--- src/rtl/state_mux_seq_if.sv ---
// Channel/selection bundle between the control-side sources and the display-value selector.
// master drives the selection inputs and channel data; slave is the selector itself.
interface state_mux_seq_if #(
  parameter int W   = 16,
  parameter int NCH = 4,
  parameter int SW  = 3,
  parameter int CW  = 2
);
  logic [SW-1:0]    state;
  logic [1:0]       mode;
  logic [NCH*W-1:0] ch_data;
  logic [W-1:0]     val;
  logic [CW-1:0]    ch_idx;
  logic             blank;
  logic             val_changed;

  modport master (
    output state, mode, ch_data,
    input  val, ch_idx, blank, val_changed
  );

  modport slave (
    input  state, mode, ch_data,
    output val, ch_idx, blank, val_changed
  );
endinterface

--- src/rtl/state_mux_seq.sv ---
// Registered display-value selector: follows the FSM state, auto-scans, holds or blanks,
// and pulses val_changed whenever the registered value actually changes.
module state_mux_seq #(
  parameter int                   W         = 16,
  parameter int                   NCH       = 4,
  parameter int                   SW        = 3,
  parameter int                   CW        = 2,
  parameter logic [CW*(2**SW)-1:0] STATE_MAP = 16'h0100,
  parameter int                   DWELL     = 100
) (
  input  logic             clk,
  input  logic             reset_n,
  state_mux_seq_if.slave   bus
);

  localparam int DCW = (DWELL > 1) ? $clog2(DWELL) : 1;

  typedef enum logic [1:0] {
    MODE_FOLLOW = 2'b00,
    MODE_SCAN   = 2'b01,
    MODE_HOLD   = 2'b10,
    MODE_BLANK  = 2'b11
  } mode_t;

  logic [W-1:0]  ch_arr  [NCH];
  logic [CW-1:0] map_arr [2**SW];

  generate
    for (genvar gi = 0; gi < NCH; gi++) begin : g_ch
      assign ch_arr[gi] = bus.ch_data[gi*W +: W];
    end
    // Out-of-range map entries fall back to channel 0 at elaboration time.
    for (genvar gi = 0; gi < 2**SW; gi++) begin : g_map
      assign map_arr[gi] = (int'(STATE_MAP[gi*CW +: CW]) < NCH) ? STATE_MAP[gi*CW +: CW] : '0;
    end
  endgenerate

  mode_t          mode_cur;
  mode_t          prev_mode_reg;
  logic [W-1:0]   val_reg,   val_next;
  logic [CW-1:0]  idx_reg,   idx_next;
  logic [DCW-1:0] cnt_reg,   cnt_next;
  logic           blank_reg, blank_next;
  logic           chg_reg,   chg_next;

  assign mode_cur = mode_t'(bus.mode);

  always_comb begin
    val_next = val_reg;
    idx_next = idx_reg;
    cnt_next = cnt_reg;
    case (mode_cur)
      MODE_FOLLOW: begin
        idx_next = map_arr[bus.state];
        cnt_next = '0;
        val_next = ch_arr[idx_next];
      end
      MODE_SCAN: begin
        if (prev_mode_reg != MODE_SCAN) begin
          idx_next = '0;
          cnt_next = '0;
        end else if (cnt_reg == DCW'(DWELL - 1)) begin
          cnt_next = '0;
          idx_next = (idx_reg == CW'(NCH - 1)) ? '0 : idx_reg + 1'b1;
        end else begin
          cnt_next = cnt_reg + 1'b1;
        end
        val_next = ch_arr[idx_next];
      end
      MODE_BLANK: begin
        val_next = '0;
        cnt_next = '0;
      end
      default: ;
    endcase
    blank_next = (mode_cur == MODE_BLANK);
    chg_next   = (val_next != val_reg);
  end

  always_ff @(posedge clk or negedge reset_n) begin
    if (!reset_n) begin
      val_reg       <= '0;
      idx_reg       <= '0;
      cnt_reg       <= '0;
      blank_reg     <= 1'b0;
      chg_reg       <= 1'b0;
      prev_mode_reg <= MODE_FOLLOW;
    end else begin
      val_reg       <= val_next;
      idx_reg       <= idx_next;
      cnt_reg       <= cnt_next;
      blank_reg     <= blank_next;
      chg_reg       <= chg_next;
      prev_mode_reg <= mode_cur;
    end
  end

  assign bus.val         = val_reg;
  assign bus.ch_idx      = idx_reg;
  assign bus.blank       = blank_reg;
  assign bus.val_changed = chg_reg;

endmodule

--- src/flat_wrapper.sv ---
// flat-port wrapper written by rule: the top's interface ports become plain ports
module state_mux_seq_flat 
#(
  parameter int                   W         = 16,
  parameter int                   NCH       = 4,
  parameter int                   SW        = 3,
  parameter int                   CW        = 2,
  parameter logic [CW*(2**SW)-1:0] STATE_MAP = 16'h0100,
  parameter int                   DWELL     = 100
)
  (clk, reset_n, bus_state, bus_mode, bus_ch_data, bus_val, bus_ch_idx, bus_blank, bus_val_changed);
  state_mux_seq_if #(.W(W), .NCH(NCH), .SW(SW), .CW(CW)) bus_i ();
  input  logic clk;
  input  logic reset_n;
  input wire logic [$bits(bus_i.state)-1:0] bus_state;
  input wire logic [$bits(bus_i.mode)-1:0] bus_mode;
  input wire logic [$bits(bus_i.ch_data)-1:0] bus_ch_data;
  output wire logic [$bits(bus_i.val)-1:0] bus_val;
  output wire logic [$bits(bus_i.ch_idx)-1:0] bus_ch_idx;
  output wire logic [$bits(bus_i.blank)-1:0] bus_blank;
  output wire logic [$bits(bus_i.val_changed)-1:0] bus_val_changed;
  assign bus_i.state = bus_state;
  assign bus_i.mode = bus_mode;
  assign bus_i.ch_data = bus_ch_data;
  assign bus_val = bus_i.val;
  assign bus_ch_idx = bus_i.ch_idx;
  assign bus_blank = bus_i.blank;
  assign bus_val_changed = bus_i.val_changed;
  state_mux_seq #(.W(W), .NCH(NCH), .SW(SW), .CW(CW), .STATE_MAP(STATE_MAP), .DWELL(DWELL)) u_core (.clk(clk), .reset_n(reset_n), .bus(bus_i));
endmodule
--- config.mk ---
export PLATFORM = sky130hd
export DESIGN_NAME = state_mux_seq_flat
export DESIGN_NICKNAME = d
export VERILOG_FILES = /design/src/rtl/state_mux_seq_if.sv /design/src/rtl/state_mux_seq.sv /design/src/flat_wrapper.sv
export SDC_FILE = /design/constraint.sdc
export NUM_CORES = 1
export LEC_CHECK = 0
export ABC_AREA = 1
export BUFFER_PORTS_ARGS = -buffer_cell sky130_fd_sc_hd__buf_2
export CAP_MARGIN = 20
export CORE_ASPECT_RATIO = 0.5
export CORE_MARGIN = 8
export CORE_UTILIZATION = 44
export DETAILED_ROUTE_END_ITERATION = 16
export PLACE_DENSITY = 0.73
export SLEW_MARGIN = 20
export SYNTH_ARGS = -nofsm -noshare
export SYNTH_HDL_FRONTEND = slang
export SYNTH_SLANG_ARGS = --single-unit
--- constraint.sdc ---
create_clock -name clk -period 1.93 [get_ports clk]
set_input_delay 0.386 -clock clk [delete_from_list [all_inputs] [get_ports clk]]
set_output_delay 0.386 -clock clk [all_outputs]
set_load 0.05 [all_outputs]
### Word-level counts from Yosys, hierarchy flattened

Memory sizes are Yosys's and may differ from the RTL's.
Cells that the tools add are included.

| word-level totals | value |
|---|---|
| flip-flop bits (word level) | 29 |
| memory bits (read-only) | 16 |
| logic and storage cells | 42 |
| memories | 1 |

Memories:

| memory | words | width | rd ports | clocked after memory_dff | write ports | line | source |
|---|---|---|---|---|---|---|---|
| (name not given) | 8 | 2 | 1 | 0 | 0 | state_mux_seq.sv:54 | `idx_next = map_arr[bus.state];` |

| operators by class | value |
|---|---|
| add/sub/neg operators | 2 |
| order comparisons | 3 |
| equal/unequal tests | 6 |
| muxes and demuxes | 17 |
| bitwise operators | 3 |
| reductions and logical operators | 4 |

Operators with widths:

| operator | count |
|---|---|
| $bmux W16 S2 | 2 |
| $mux W16 | 4 |
| $pmux W16 S3 | 1 |
| $ne A16 B16 Y1 | 1 |
| $mux W7 | 2 |
| $pmux W7 S2 | 1 |
| $mux W2 | 6 |
| $add A7 B1 Y7 const B | 1 |
| $eq A7 B7 Y1 const B | 1 |
| $ge A3 B3 Y1 const B | 2 |
| $not A2 Y3 | 2 |
| $eq A2 B2 Y1 const B | 2 |
| $ge A4 B4 Y1 const B | 1 |
| $not A3 Y4 | 1 |
| $pmux W2 S2 | 1 |
| $reduce_bool A2 Y1 | 2 |
| $add A2 B1 Y2 const B | 1 |
| $eq A2 B1 Y1 const B | 1 |
| $logic_not A2 Y1 | 1 |
| $ne A2 B1 Y1 const B | 1 |
| $reduce_or A2 Y1 | 1 |

### Logic depth before layout (Yosys ltp)

| depth | value |
|---|---|
| word-level depth | 11 |
| depth in mapped cells | 18 |
| mapped depth without buffers | 17 |

### Worst setup path before layout

Ideal clock, no wire load.

| timing | value |
|---|---|
| path type | flip-flop to flip-flop |
| start point | register u_core.idx_reg[1] (netlist: u_core.bus.ch_idx[1]) |
| end point | register u_core.chg_reg (netlist: u_core.bus.val_changed) |
| setup time | 0.119 ns |
| data arrival time | 2.081 ns |
| path slack | -0.269 ns |
| cell stages (with the launch flop) | 16 |
| clock period less this slack | 2.199 ns |
| cells stage by stage | dfrtp_1 -> ha_1 -> nand3b_1 -> nand3_4 -> inv_4 -> buf_6 -> nand3_1 -> nand2_1 -> nand2_1 -> nand2_1 -> nand3_1 -> nand2_1 -> nor2_1 -> nand2_1 -> nor2_1 -> nand2_1 |

| between the ends | value |
|---|---|
| word-level cells in the longest chain between the ends | 11 |

Ends and longest elaborated chain:

| what | line | source |
|---|---|---|
| start: declaration | state_mux_seq.sv:41 | `logic [CW-1:0] idx_reg, idx_next;` |
| start signal: assignment | state_mux_seq.sv:90 | `idx_reg <= idx_next;` |
| $add A2 B1 Y2 or $eq A2 B2 Y1 (tied branches) | state_mux_seq.sv:64 | `idx_next = (idx_reg == CW'(NCH - 1)) ? '0 : idx_reg + 1'b1;` |
| $mux W2 | state_mux_seq.sv:64 |  |
| $mux W2 (*) | state_mux_seq.sv:62 | `end else if (cnt_reg == DCW'(DWELL - 1)) begin` |
| $mux W2 (*) | state_mux_seq.sv:59 | `if (prev_mode_reg != MODE_SCAN) begin` |
| $mux W2 (*) | state_mux_seq.sv:52 | `case (mode_cur)` |
| $not A2 Y3 (not written as such) (*) | state_mux_seq.sv:68 | `val_next = ch_arr[idx_next];` |
| $bmux W16 S2 (*) | state_mux_seq.sv:68 |  |
| $mux W16 (not written as such) (*) (2 in series) | state_mux_seq.sv:68 |  |
| $pmux W16 S3 (*) | state_mux_seq.sv:52 |  |
| $ne A16 B16 Y1 (*) | state_mux_seq.sv:77 | `chg_next = (val_next != val_reg);` |
| net u_core.chg_next | state_mux_seq.sv:44 | `logic chg_reg, chg_next;` |
| end signal: assignment | state_mux_seq.sv:93 | `chg_reg <= chg_next;` |
| end: declaration | state_mux_seq.sv:44 |  |

The timed path passes the listed nets; every way through them passes the cells marked *. The select of a mux whose other input is x is not followed.
A chain may end at the register's enable or synchronous reset.

### Worst setup path in the final report

| timing | value |
|---|---|
| start point | register u_core.cnt_reg[1] |
| end point | register u_core.chg_reg (netlist: u_core.bus.val_changed) |

| between the ends | value |
|---|---|
| word-level cells in the longest chain between the ends | 10 |

Ends and longest elaborated chain:

| what | line | source |
|---|---|---|
| start: declaration | state_mux_seq.sv:42 | `logic [DCW-1:0] cnt_reg, cnt_next;` |
| start signal: assignment | state_mux_seq.sv:91 | `cnt_reg <= cnt_next;` |
| $eq A7 B7 Y1 | state_mux_seq.sv:62 |  |
| $mux W2 | state_mux_seq.sv:62 |  |
| $mux W2 | state_mux_seq.sv:59 |  |
| $mux W2 | state_mux_seq.sv:52 |  |
| $not A2 Y3 (not written as such) | state_mux_seq.sv:68 |  |
| $bmux W16 S2 | state_mux_seq.sv:68 |  |
| $mux W16 (not written as such) (2 in series) | state_mux_seq.sv:68 |  |
| $pmux W16 S3 | state_mux_seq.sv:52 |  |
| $ne A16 B16 Y1 | state_mux_seq.sv:77 |  |
| net u_core.chg_next | state_mux_seq.sv:44 |  |

The timed path passes the listed nets, and every way through them passes these cells. The select of a mux whose other input is x is not followed.

==> results.md <==
- Status: finished, violations left
- Failing checks: negative setup slack
- First-pass GRT wire length: about 16000 microns
- Skew-Pair Late Insertion Delay: 280 ps
- Critical path fanouts, max: 7
- Max cap viols: 0
- Top Ports: 91
- Final GP Congestion: 0.867
- Clock-pin slew on the worst setup and hold paths: approximately 50 ps
- Max Buffers Root-to-Sink: 2
- Ys flop type: dfrtp_1
- Routed wl met3: 833 microns
- Max-slew violation count: 0
- Avg Synthesized Cell Area: 6.06 sq um
- Endpoints failing hold: 0
- Setup WS post-layout: -339 ps
- Slew @ Worst Pin: 726 ps
- Psw: 906 uW
- CP max stage cell: dfrtp_1
- Fmax: 0.441 GHz
- Synthesized flop and latch total: 29
- CTS tree: done
- Netlist cell types: 33
- Mapped Area: 2860 sq um
- Highest metal used: met4
- RSZ-0062 raised after global routing: true
- Die H: around 73 microns
- Drt total wl: around 9900 microns
- Die ar.: 9500 sq um
- Maximum VDD drop: approximately 300 uV
- Final period util: 1.18
- Die X: around 130 microns
- Critical Path AT: 2440 ps
- Number of global-route vias before repair: between 3000 and 4000
- Port bufs: 90
- Setup clock skew after layout: between 5 and 6 ps
- Pwr dens: about 580 nW/um^2
- # H-tree levels: 2
- Vias: around 3600
- M1 wire length: 4050 microns
- Number of vias per cell: 5.20
- Int Pwr: roughly 1.5 mW
- Sequential Area: approximately 730 sq um
- Final Setup Violations: 4
- Logic gate share of total power: 0.379
- Post-Synthesis Cells: 472
- Share of cells above drive strength 1: 0.338
- Post-synth EDFFs: 0
- Most common cell on crit path: nand2_1
- Class of the worst hold path: in2async
- Met2 wire len: approximately 4900 microns
- Initial antenna violation count: 0
- Crit-path max cell delay: 360 ps
- Worst slew margin relative to its limit: 0.516
- Core area: 6180 sq um
- CTS sink count: 29
- Area delta synth->final: 47.7%
- Drt wl/cell: about 14 microns
- Multi-input logic area: 1810 sq um
- Largest net degree at the start of global routing: 30
- WP data required: 2100 ps
- Max reg flops: 16
- Detailed Routing Iterations Pass 1: 4
- Initial core utilization: 0.463
- Row Count: 20
- Total gr overflow: 0
- Post-synthesis sequential area ratio: 0.254
- Most frequent cells in the layout: nand2_1 (113), buf_2 (90), inv_1 (89)
- Syn Nets: 550
- DR iter-0 viols: 287
- Cell Chain, Critical Path: ha_2, nand2_2, nor2_4, nand3_4, buf_4, nand4_1, nand3_1, nand2_1, nand2_1, buf_4, nand3_1, nand2_1, nor2_1, nand2_1, nor2_2, nand2_1
- Filler instances: 560
- Worst slack, placed: -361 ps
- Leak: 2.39 nW
- Diode count: 0
- Total GRT Usage: 0.211
- Worst setup SP type: register
- DRC: 0
- Ys Warns: 0
- DRT antenna net count: 0
- Ys async rst share: 1.00
- Crit. End Element: register
- CTS buffer count: 5
- Root buffer cell: clkbuf_16
- Post-DP HPWL: 7380 microns
- Crit Path Class: reg2reg
- Final Util: 0.684
- Hold Slack: 162 ps
- Sequential share of power: 0.293
- Switch share: 0.373
- Crit path time final: between 2000 and 2500 ps
- Final nets: 690
- Commonest non-fill, non-tap cell in the layout: nand2_1
- Clock power frac: 0.328
worst max-delay path: cells and delay by family, from the launching register on:
kind                       cells  cell delay, ps
adders and majority gates      1             190
buffers and inverters          2             350
DFF                            1             360
and+or+nand+nor               13            1270
layout make-up:
type | count | share of cell area
Sequential cell | 29 | 0.172
Tap cell | 88 | 0.0260
Clock buffer | 8 | 0.0346
Timing Repair Buffer | 156 | 0.253
Multi-Input combinational cell | 326 | 0.429
Inverter | 94 | 0.0852
final timing paths:
path                                   start                      end  slack (ps)  depth (start not counted)
max reg2reg                u_core.cnt_reg[1]   u_core.bus.val_changed        -340                         16
min reg2reg                u_core.cnt_reg[0]        u_core.cnt_reg[0]         570                          2
max in group asynchronous            reset_n     u_core.bus.ch_idx[1]        1260                          1
min                                  reset_n       u_core.bus.val[10]         160                          1
min in group clk                 bus_mode[0]  u_core.prev_mode_reg[0]         340                          2
max                        u_core.cnt_reg[1]   u_core.bus.val_changed        -340                         16
layer usage:
layer	vias to the layer above	GRT usage
li1	1800	-
met1	1708	0.245
met2	115	0.360
met3	20	0.0678
met4	0	0.0740
met5	-	0
what timing repair did:
item	CTS	global route
gates cloned	1	0
pin swaps	6	13
setup endpoints to repair	4	13
hold buffers	0	0
setup buffers	6	6
resized for setup	14	41
logic make-up (layout without fill, tap and decap cells):
family / count (synthesis) / count (layout) / share of synthesized area
fa+ha+maj: 7 / 7 / 0.0306
compound gates: 51 / 51 / 0.106
xor+xnor: 2 / 2 / 0.00612
buf+inv: 118 / 258 / 0.173
simple gates: 265 / 266 / 0.430
flops: 29 / 29 / 0.254
per-stage QoR:
stage / total power, mW / cells / area [sq um] / setup TNS (ps)
after detailed placement: 1.56 / 682 / 3780 / -479
after CTS: 2.38 / 697 / 4040 / -467
after global placement: 1.54 / 682 / 3780 / -438
after floorplan: 1.25 / 472 / 2880 / -105
final: 2.43 / 701 / 4230 / -461
after global routing: 2.57 / 701 / 4230 / -1490
synth_stat cells (all sizes together), types with 2 or more instances:
cell    number  area (sq um)
a21oi       29           145
a22oi       16           120
buf         16           110
clkbuf       8          30.0
clkinv       3          11.3
dfrtp       29           726
ha           7          87.6
inv         91           344
nand2      127           489
nand3       65           355
nand4       32           200
nor2        31           129
nor3         6          30.0
o21ai        3          15.0
xor2         2          17.5
power groups by stage:
stage | Combinational [mW] | Sequential, mW | Clock [mW]
after floorplan | 0.397 | 0.857 | 0
after global placement | 0.829 | 0.716 | 0
after detailed placement | 0.837 | 0.719 | 0
after CTS | 0.867 | 0.710 | 0.804
after global routing | 1.01 | 0.717 | 0.835
final | 0.922 | 0.712 | 0.797
No activity file was read; power rests on OpenSTA's default activity.
